===== src/rtl/sample_pipe_if.sv =====
// rtl/sample_pipe_if.sv - control, random-input and result bundle for sample_pipe
// The master side drives control and random beats; the slave side is the sampler.
interface sample_pipe_if #(
  parameter int BIT_WID    = 8,
  parameter int NUM_STATES = 32,
  parameter int RESULT_W   = $clog2(NUM_STATES),
  parameter int LANES      = 4,
  parameter int LEN_W      = 16
);
  logic                          distr_load;
  logic [BIT_WID*NUM_STATES-1:0] distr_data;
  logic                          start;
  logic [LEN_W-1:0]              batch_len;
  logic                          rand_valid;
  logic                          rand_ready;
  logic [LANES*BIT_WID-1:0]      rand_data;
  logic                          res_valid;
  logic                          res_ready;
  logic [LANES*RESULT_W-1:0]     res_data;
  logic                          busy;
  logic                          done;

  modport master (
    output distr_load, distr_data, start, batch_len, rand_valid, rand_data, res_ready,
    input  rand_ready, res_valid, res_data, busy, done
  );

  modport slave (
    input  distr_load, distr_data, start, batch_len, rand_valid, rand_data, res_ready,
    output rand_ready, res_valid, res_data, busy, done
  );
endinterface


===== src/rtl/sample_pipe.sv =====
// rtl/sample_pipe.sv - pipelined multi-lane inverse-CDF sampler with batch control
// Each lane counts the CDF entries its random value exceeds, saturated to NUM_STATES-1.
module sample_pipe #(
  parameter int BIT_WID    = 8,
  parameter int NUM_STATES = 32,
  parameter int RESULT_W   = $clog2(NUM_STATES),
  parameter int LANES      = 4,
  parameter int LEN_W      = 16
) (
  input  logic         clk,
  input  logic         rst,
  sample_pipe_if.slave bus
);
  localparam int P     = 1 << $clog2(NUM_STATES);
  localparam int CNT_W = $clog2(NUM_STATES + 1);
  localparam logic [CNT_W-1:0]    MAX_CNT = CNT_W'(NUM_STATES - 1);
  localparam logic [RESULT_W-1:0] MAX_RES = RESULT_W'(NUM_STATES - 1);

  typedef enum logic [1:0] {ST_IDLE, ST_RUN, ST_DRAIN, ST_DONE} state_t;

  state_t                        r_state;
  state_t                        w_state_nx;
  logic [BIT_WID*NUM_STATES-1:0] r_distr;
  logic [LEN_W-1:0]              r_len;
  logic [LEN_W-1:0]              r_issued;
  logic                          r_s1_valid;
  logic [LANES*BIT_WID-1:0]      r_s1_data;
  logic                          r_s2_valid;
  logic [LANES*RESULT_W-1:0]     r_s2_data;
  logic [LANES*RESULT_W-1:0]     w_res;
  logic                          w_adv;
  logic                          w_rand_ready;
  logic                          w_accept;
  logic                          w_last;
  logic                          w_drained;

  assign w_adv        = !r_s2_valid || bus.res_ready;
  assign w_rand_ready = (r_state == ST_RUN) && w_adv && (r_issued < r_len);
  assign w_accept     = bus.rand_valid && w_rand_ready;
  assign w_last       = w_accept && ((r_issued + LEN_W'(1)) == r_len);
  // Pipeline empties at this edge: S1 idle and S2 either idle or being taken now.
  assign w_drained    = !r_s1_valid && (!r_s2_valid || bus.res_ready);

  assign bus.rand_ready = w_rand_ready;
  assign bus.res_valid  = r_s2_valid;
  assign bus.res_data   = r_s2_data;
  assign bus.busy       = (r_state != ST_IDLE);
  assign bus.done       = (r_state == ST_DONE);

  for (genvar k = 0; k < LANES; k++) begin : g_lane
    logic [CNT_W-1:0] w_cnt;

    // Heap-ordered balanced tree: leaves at P-1.., padding leaves stay zero.
    always_comb begin
      logic [CNT_W-1:0] tree [2*P-1];
      for (int i = 0; i < 2*P-1; i++) tree[i] = '0;
      for (int j = 0; j < NUM_STATES; j++)
        tree[P-1+j] = CNT_W'(r_s1_data[k*BIT_WID +: BIT_WID] > r_distr[j*BIT_WID +: BIT_WID]);
      for (int i = P-2; i >= 0; i--)
        tree[i] = tree[2*i+1] + tree[2*i+2];
      w_cnt = tree[0];
    end

    assign w_res[k*RESULT_W +: RESULT_W] = (w_cnt > MAX_CNT) ? MAX_RES : w_cnt[RESULT_W-1:0];
  end

  always_ff @(posedge clk) begin
    if (rst) r_state <= ST_IDLE;
    else     r_state <= w_state_nx;
  end

  always_comb begin
    w_state_nx = r_state;
    case (r_state)
      ST_IDLE:  if (bus.start) w_state_nx = (bus.batch_len == '0) ? ST_DONE : ST_RUN;
      ST_RUN:   if (w_last) w_state_nx = ST_DRAIN;
      ST_DRAIN: if (w_drained) w_state_nx = ST_DONE;
      ST_DONE:  w_state_nx = ST_IDLE;
      default:  w_state_nx = ST_IDLE;
    endcase
  end

  always_ff @(posedge clk) begin
    if (rst) begin
      r_distr    <= '1;
      r_len      <= '0;
      r_issued   <= '0;
      r_s1_valid <= 1'b0;
      r_s1_data  <= '0;
      r_s2_valid <= 1'b0;
      r_s2_data  <= '0;
    end else begin
      if (r_state == ST_IDLE) begin
        if (bus.distr_load) r_distr <= bus.distr_data;
        if (bus.start) begin
          r_len    <= bus.batch_len;
          r_issued <= '0;
        end
      end
      if (w_accept) r_issued <= r_issued + LEN_W'(1);
      // Both stages freeze together on a downstream stall, so res_data holds.
      if (w_adv) begin
        r_s2_valid <= r_s1_valid;
        if (r_s1_valid) r_s2_data <= w_res;
        r_s1_valid <= w_accept;
        if (w_accept) r_s1_data <= bus.rand_data;
      end
    end
  end
endmodule


===== src/flat_wrapper.sv =====
// flat-port wrapper written by rule: the top's interface ports become plain ports
module sample_pipe_flat 
#(
  parameter int BIT_WID    = 8,
  parameter int NUM_STATES = 32,
  parameter int RESULT_W   = $clog2(NUM_STATES),
  parameter int LANES      = 4,
  parameter int LEN_W      = 16
)
  (clk, rst, bus_distr_load, bus_distr_data, bus_start, bus_batch_len, bus_rand_valid, bus_rand_data, bus_res_ready, bus_rand_ready, bus_res_valid, bus_res_data, bus_busy, bus_done);
  sample_pipe_if #(.BIT_WID(BIT_WID), .NUM_STATES(NUM_STATES), .RESULT_W(RESULT_W), .LANES(LANES), .LEN_W(LEN_W)) bus_i ();
  input  logic clk;
  input  logic rst;
  input wire logic [$bits(bus_i.distr_load)-1:0] bus_distr_load;
  input wire logic [$bits(bus_i.distr_data)-1:0] bus_distr_data;
  input wire logic [$bits(bus_i.start)-1:0] bus_start;
  input wire logic [$bits(bus_i.batch_len)-1:0] bus_batch_len;
  input wire logic [$bits(bus_i.rand_valid)-1:0] bus_rand_valid;
  input wire logic [$bits(bus_i.rand_data)-1:0] bus_rand_data;
  input wire logic [$bits(bus_i.res_ready)-1:0] bus_res_ready;
  output wire logic [$bits(bus_i.rand_ready)-1:0] bus_rand_ready;
  output wire logic [$bits(bus_i.res_valid)-1:0] bus_res_valid;
  output wire logic [$bits(bus_i.res_data)-1:0] bus_res_data;
  output wire logic [$bits(bus_i.busy)-1:0] bus_busy;
  output wire logic [$bits(bus_i.done)-1:0] bus_done;
  assign bus_i.distr_load = bus_distr_load;
  assign bus_i.distr_data = bus_distr_data;
  assign bus_i.start = bus_start;
  assign bus_i.batch_len = bus_batch_len;
  assign bus_i.rand_valid = bus_rand_valid;
  assign bus_i.rand_data = bus_rand_data;
  assign bus_i.res_ready = bus_res_ready;
  assign bus_rand_ready = bus_i.rand_ready;
  assign bus_res_valid = bus_i.res_valid;
  assign bus_res_data = bus_i.res_data;
  assign bus_busy = bus_i.busy;
  assign bus_done = bus_i.done;
  sample_pipe #(.BIT_WID(BIT_WID), .NUM_STATES(NUM_STATES), .RESULT_W(RESULT_W), .LANES(LANES), .LEN_W(LEN_W)) u_core (.clk(clk), .rst(rst), .bus(bus_i));
endmodule

===== config.mk =====
export PLATFORM = sky130hd
export DESIGN_NAME = sample_pipe_flat
export DESIGN_NICKNAME = d
export VERILOG_FILES = /design/src/rtl/sample_pipe_if.sv /design/src/rtl/sample_pipe.sv /design/src/flat_wrapper.sv
export SDC_FILE = /design/constraint.sdc
export NUM_CORES = 2
export LEC_CHECK = 0
export ABC_CLOCK_PERIOD_IN_PS = 10600
export BUFFER_PORTS_ARGS = -buffer_cell sky130_fd_sc_hd__buf_4
export CORE_ASPECT_RATIO = 0.7
export CORE_MARGIN = 5
export CORE_UTILIZATION = 65
export DETAILED_ROUTE_END_ITERATION = 8
export HOLD_SLACK_MARGIN = 0.02
export PLACE_DENSITY = 0.86
export REMOVE_ABC_BUFFERS = 1
export SLEW_MARGIN = 5
export SYNTH_ARGS = -nofsm -noshare
export SYNTH_HDL_FRONTEND = slang
export SYNTH_SLANG_ARGS = --single-unit

===== constraint.sdc =====
create_clock -name clk -period 10.6 [get_ports clk]
set_input_delay 2.12 -clock clk [delete_from_list [all_inputs] [get_ports clk]]
set_output_delay 2.12 -clock clk [all_outputs]
set_load 0.005 [all_outputs]

==> qor.yml <==
wl_um: 129200
antenna_found_initial: 0
dieHeight_um: 218.8
grt_pass1_wl_um: 199300
die_w_um: 308.2
fmax_mhz: 142.0
drtIter0Drc: 3513
synth-async-reset-ratio_pct: 0
irDropWorstVdd_mv: 0.1540
netlist.area_leader.share_pct: 35.31
yosysUniqueCellTypes: 56
portBuffers: 333
cts.sinks: 344
fin_nets: 6386
syn_inst: 4562
layout-drive-gt1-share_pct: 9.905
synth_edf_count: 0
tns_ps: 0
synth_area_mm2: 0.04047
area_growth_pct: 11.36
p_int_mw: 3.828
clock-root-buffer: "clkbuf_16"
dpl.hpwl_um: 93530
setup_violations: 0
grt_remaining_overflow: 0
firstDrtPassIters: 6
crit_fanout: 21
row_count: 76
ys_top_cells_by_area: "ha_1, dfxtp_1, a211o_1"
p_sw_mw: 3.141
holdPathStages: 1
clk_pin_slew_ps: 70
yosysSeqAreaShare_pct: 17.02
period_share_pct: 66.44
via_per_inst: 6.536
grt_max_degree: 120
clk_path_buf_depth: 3
required_ps: 11030
io_pins: 334
gp_congestion: 0.9729
maxSlewHeadroom_pct: 35.64
cp-end-kind: "register"
wl_per_cell_um: 22.76
slew_violations: 0
pwr-share-comb_pct: 52.7
yosysTopAreaCell: "ha_1"
ys_warn_count: 0
pwr-share-seq_pct: 27.5
fin_cells: 5676
reg2reg_depth: 23
p_sw_share_pct: 45.07
dp_slack_ps: 3651
numCtsBuffers: 36
die_area_mm2: 0.06743
hp-class: "reg2reg"
leakagePower_nw: 27.16
critPathKind: "reg2reg"
place_inst: 5611
post-route-min-period_ps: 7043
avgSynthCellArea_um2: 8.871
h-tree-depth: 2
cts_tree: "yes"
drc_errors: 0
ant_nets: 0
worstMarginPinSlew_ps: 965.4
rsz0062_at_grt: "false"
vias: 37100
cts-resized-gates: 0
cts_setup_buffers: 0
crit_path_start_kind: "register"
setup_slack_ps: 3557
holdBufCountCts: 0
clkPwrFrac_pct: 19.7
finClkSkew_ps: 31.90
synth_seq_cells: 344
status: "finished clean"
track_usage_pct: 36.97
hold_viol_final: 0
core_area_mm2: 0.06162
clock_latency_ps: 580
synth_flop_cell: "dfxtp_1"
grt_pass1_vias: 36390
cp_data_arrival_time_ps: 7480
maxCapViolCount: 0
initial_core_util_pct: 65.68
p_per_area_mw_per_mm2: 154.6
## layer usage
metal / routed length, µm / up-vias / global-route usage [%] / part of all wire (%)
li1: - / 17340 / - / -
met1: 52330 / 17250 / 48.17 / 41
met2: 54050 / 1935 / 57.21 / 42
met3: 14760 / 574 / 9.116 / 11
met4: 8017 / 0 / 18.75 / 6.2
met5: 0 / - / 0 / 0
## critical path: stages (launching register included)
cell	delay, ps
dfxtp_2	950
buf_4	460
ha_1	300
nor2b_1	140
o21a_1	160
o21ai_0	160
nand2b_1	80
a21oi_1	140
o21ai_0	80
o31a_1	140
ha_1	240
fa_1	520
inv_1	60
fa_1	490
inv_1	60
fa_1	580
fa_1	450
fa_1	490
ha_1	250
fa_1	410
a21o_1	170
a211o_1	350
nor2_1	130
nor3_1	60
## power groups by stage
stage / Sequential (mW) / Combinational (mW) / Clock [mW]
after CTS: 1.90 / 3.58 / 1.40
after global placement: 1.91 / 3.37 / 0
final: 1.92 / 3.68 / 1.38
after floorplan: 1.86 / 2.43 / 0
after global routing: 1.93 / 4.10 / 1.45
after detailed placement: 1.92 / 3.55 / 0
## cell usage in the layout (no fill, tap or decap), types with 5 or more instances in the layout
master        n
o21a_1      122
nand3_1     233
dfxtp_1     316
mux2i_1      33
a21oi_1     309
a211o_1     260
clkbuf_16    38
nand4_1      38
nand2b_1    124
a22oi_1       6
o31a_1      110
nor4_1        6
buf_4       374
or3b_2        5
a21o_1      155
o22ai_1       6
xor2_1       15
nor3_1       26
inv_1       397
clkbuf_1      5
dfxtp_2      28
and3_1      260
nand2_1     159
o21ai_1      15
clkbuf_8      6
nor2_1      102
ha_1       1141
o21bai_1      6
or3_1         5
o21ai_0     247
xnor2_1      22
clkinv_2      5
fa_1        104
nor2b_1     126
## cell type report
cell class                      instances  area [µm²]
Timing Repair Buffer                  376        2834
Antenna cell                            1       2.502
Clock inverter                         15       206.4
Multi-Input combinational cell       3675       31540
Inverter                              397        1490
Clock buffer                           49        1052
Fill cell                            4607       16550
Sequential cell                       344        6922
Tap cell                              819        1025
## cells in the mapped netlist, drive strengths merged (102+ instances only)
cell type / number
dfxtp: 344
nand3: 234
o21a: 122
inv: 397
a21o: 155
o31a: 110
and3: 260
a21oi: 310
ha: 1142
a211o: 260
nor2b: 126
nand2: 160
o21ai: 262
nor2: 102
clkbuf: 132
fa: 104
nand2b: 124
## per-stage QoR
stage / total power, mW / utilization (%) / hold slack, ps / area (µm²)
6_report: 6.969 / 73.14 / 459.2 / 45070
5_1_grt: 7.481 / 73.13 / 469.6 / 45060
4_1_cts: 6.876 / 73.13 / 463.0 / 45060
3_5_place_dp: 5.477 / 71.09 / 449.2 / 43810
3_3_place_gp: 5.275 / 71.09 / 442.0 / 43810
2_1_floorplan: 4.283 / - / 434.0 / 39890
## worst paths after layout
path | startpoint | to | slack, ps
setup / recovery | u_core.r_s1_data[1] | u_core.bus.res_data[4] | 3560
hold / removal | u_core.r_distr[44] | u_core.r_distr[44] | 460
setup reg to reg | u_core.r_s1_data[1] | u_core.bus.res_data[4] | 3560
hold reg to reg | u_core.r_distr[44] | u_core.r_distr[44] | 460
## logic make-up after synthesis
| family | share of synthesized area (%) |
|---|---|
| compound gates | 20.90 |
| fa+ha+maj | 40.45 |
| simple gates | 14.90 |
| buf+inv | 5.111 |
| flops | 17.02 |
| xor+xnor | 0.8007 |
| mux | 0.8162 |
## registers in the layout, indices dropped and copies added, names as in the netlist
name	cells
u_core.bus.res_data	20
u_core.bus.res_valid	1
u_core.r_distr	256
u_core.r_issued	16
u_core.r_len	16
u_core.r_s1_data	32
u_core.r_s1_valid	1
u_core.r_state	2
No activity file was read; power rests on OpenSTA's default activity.
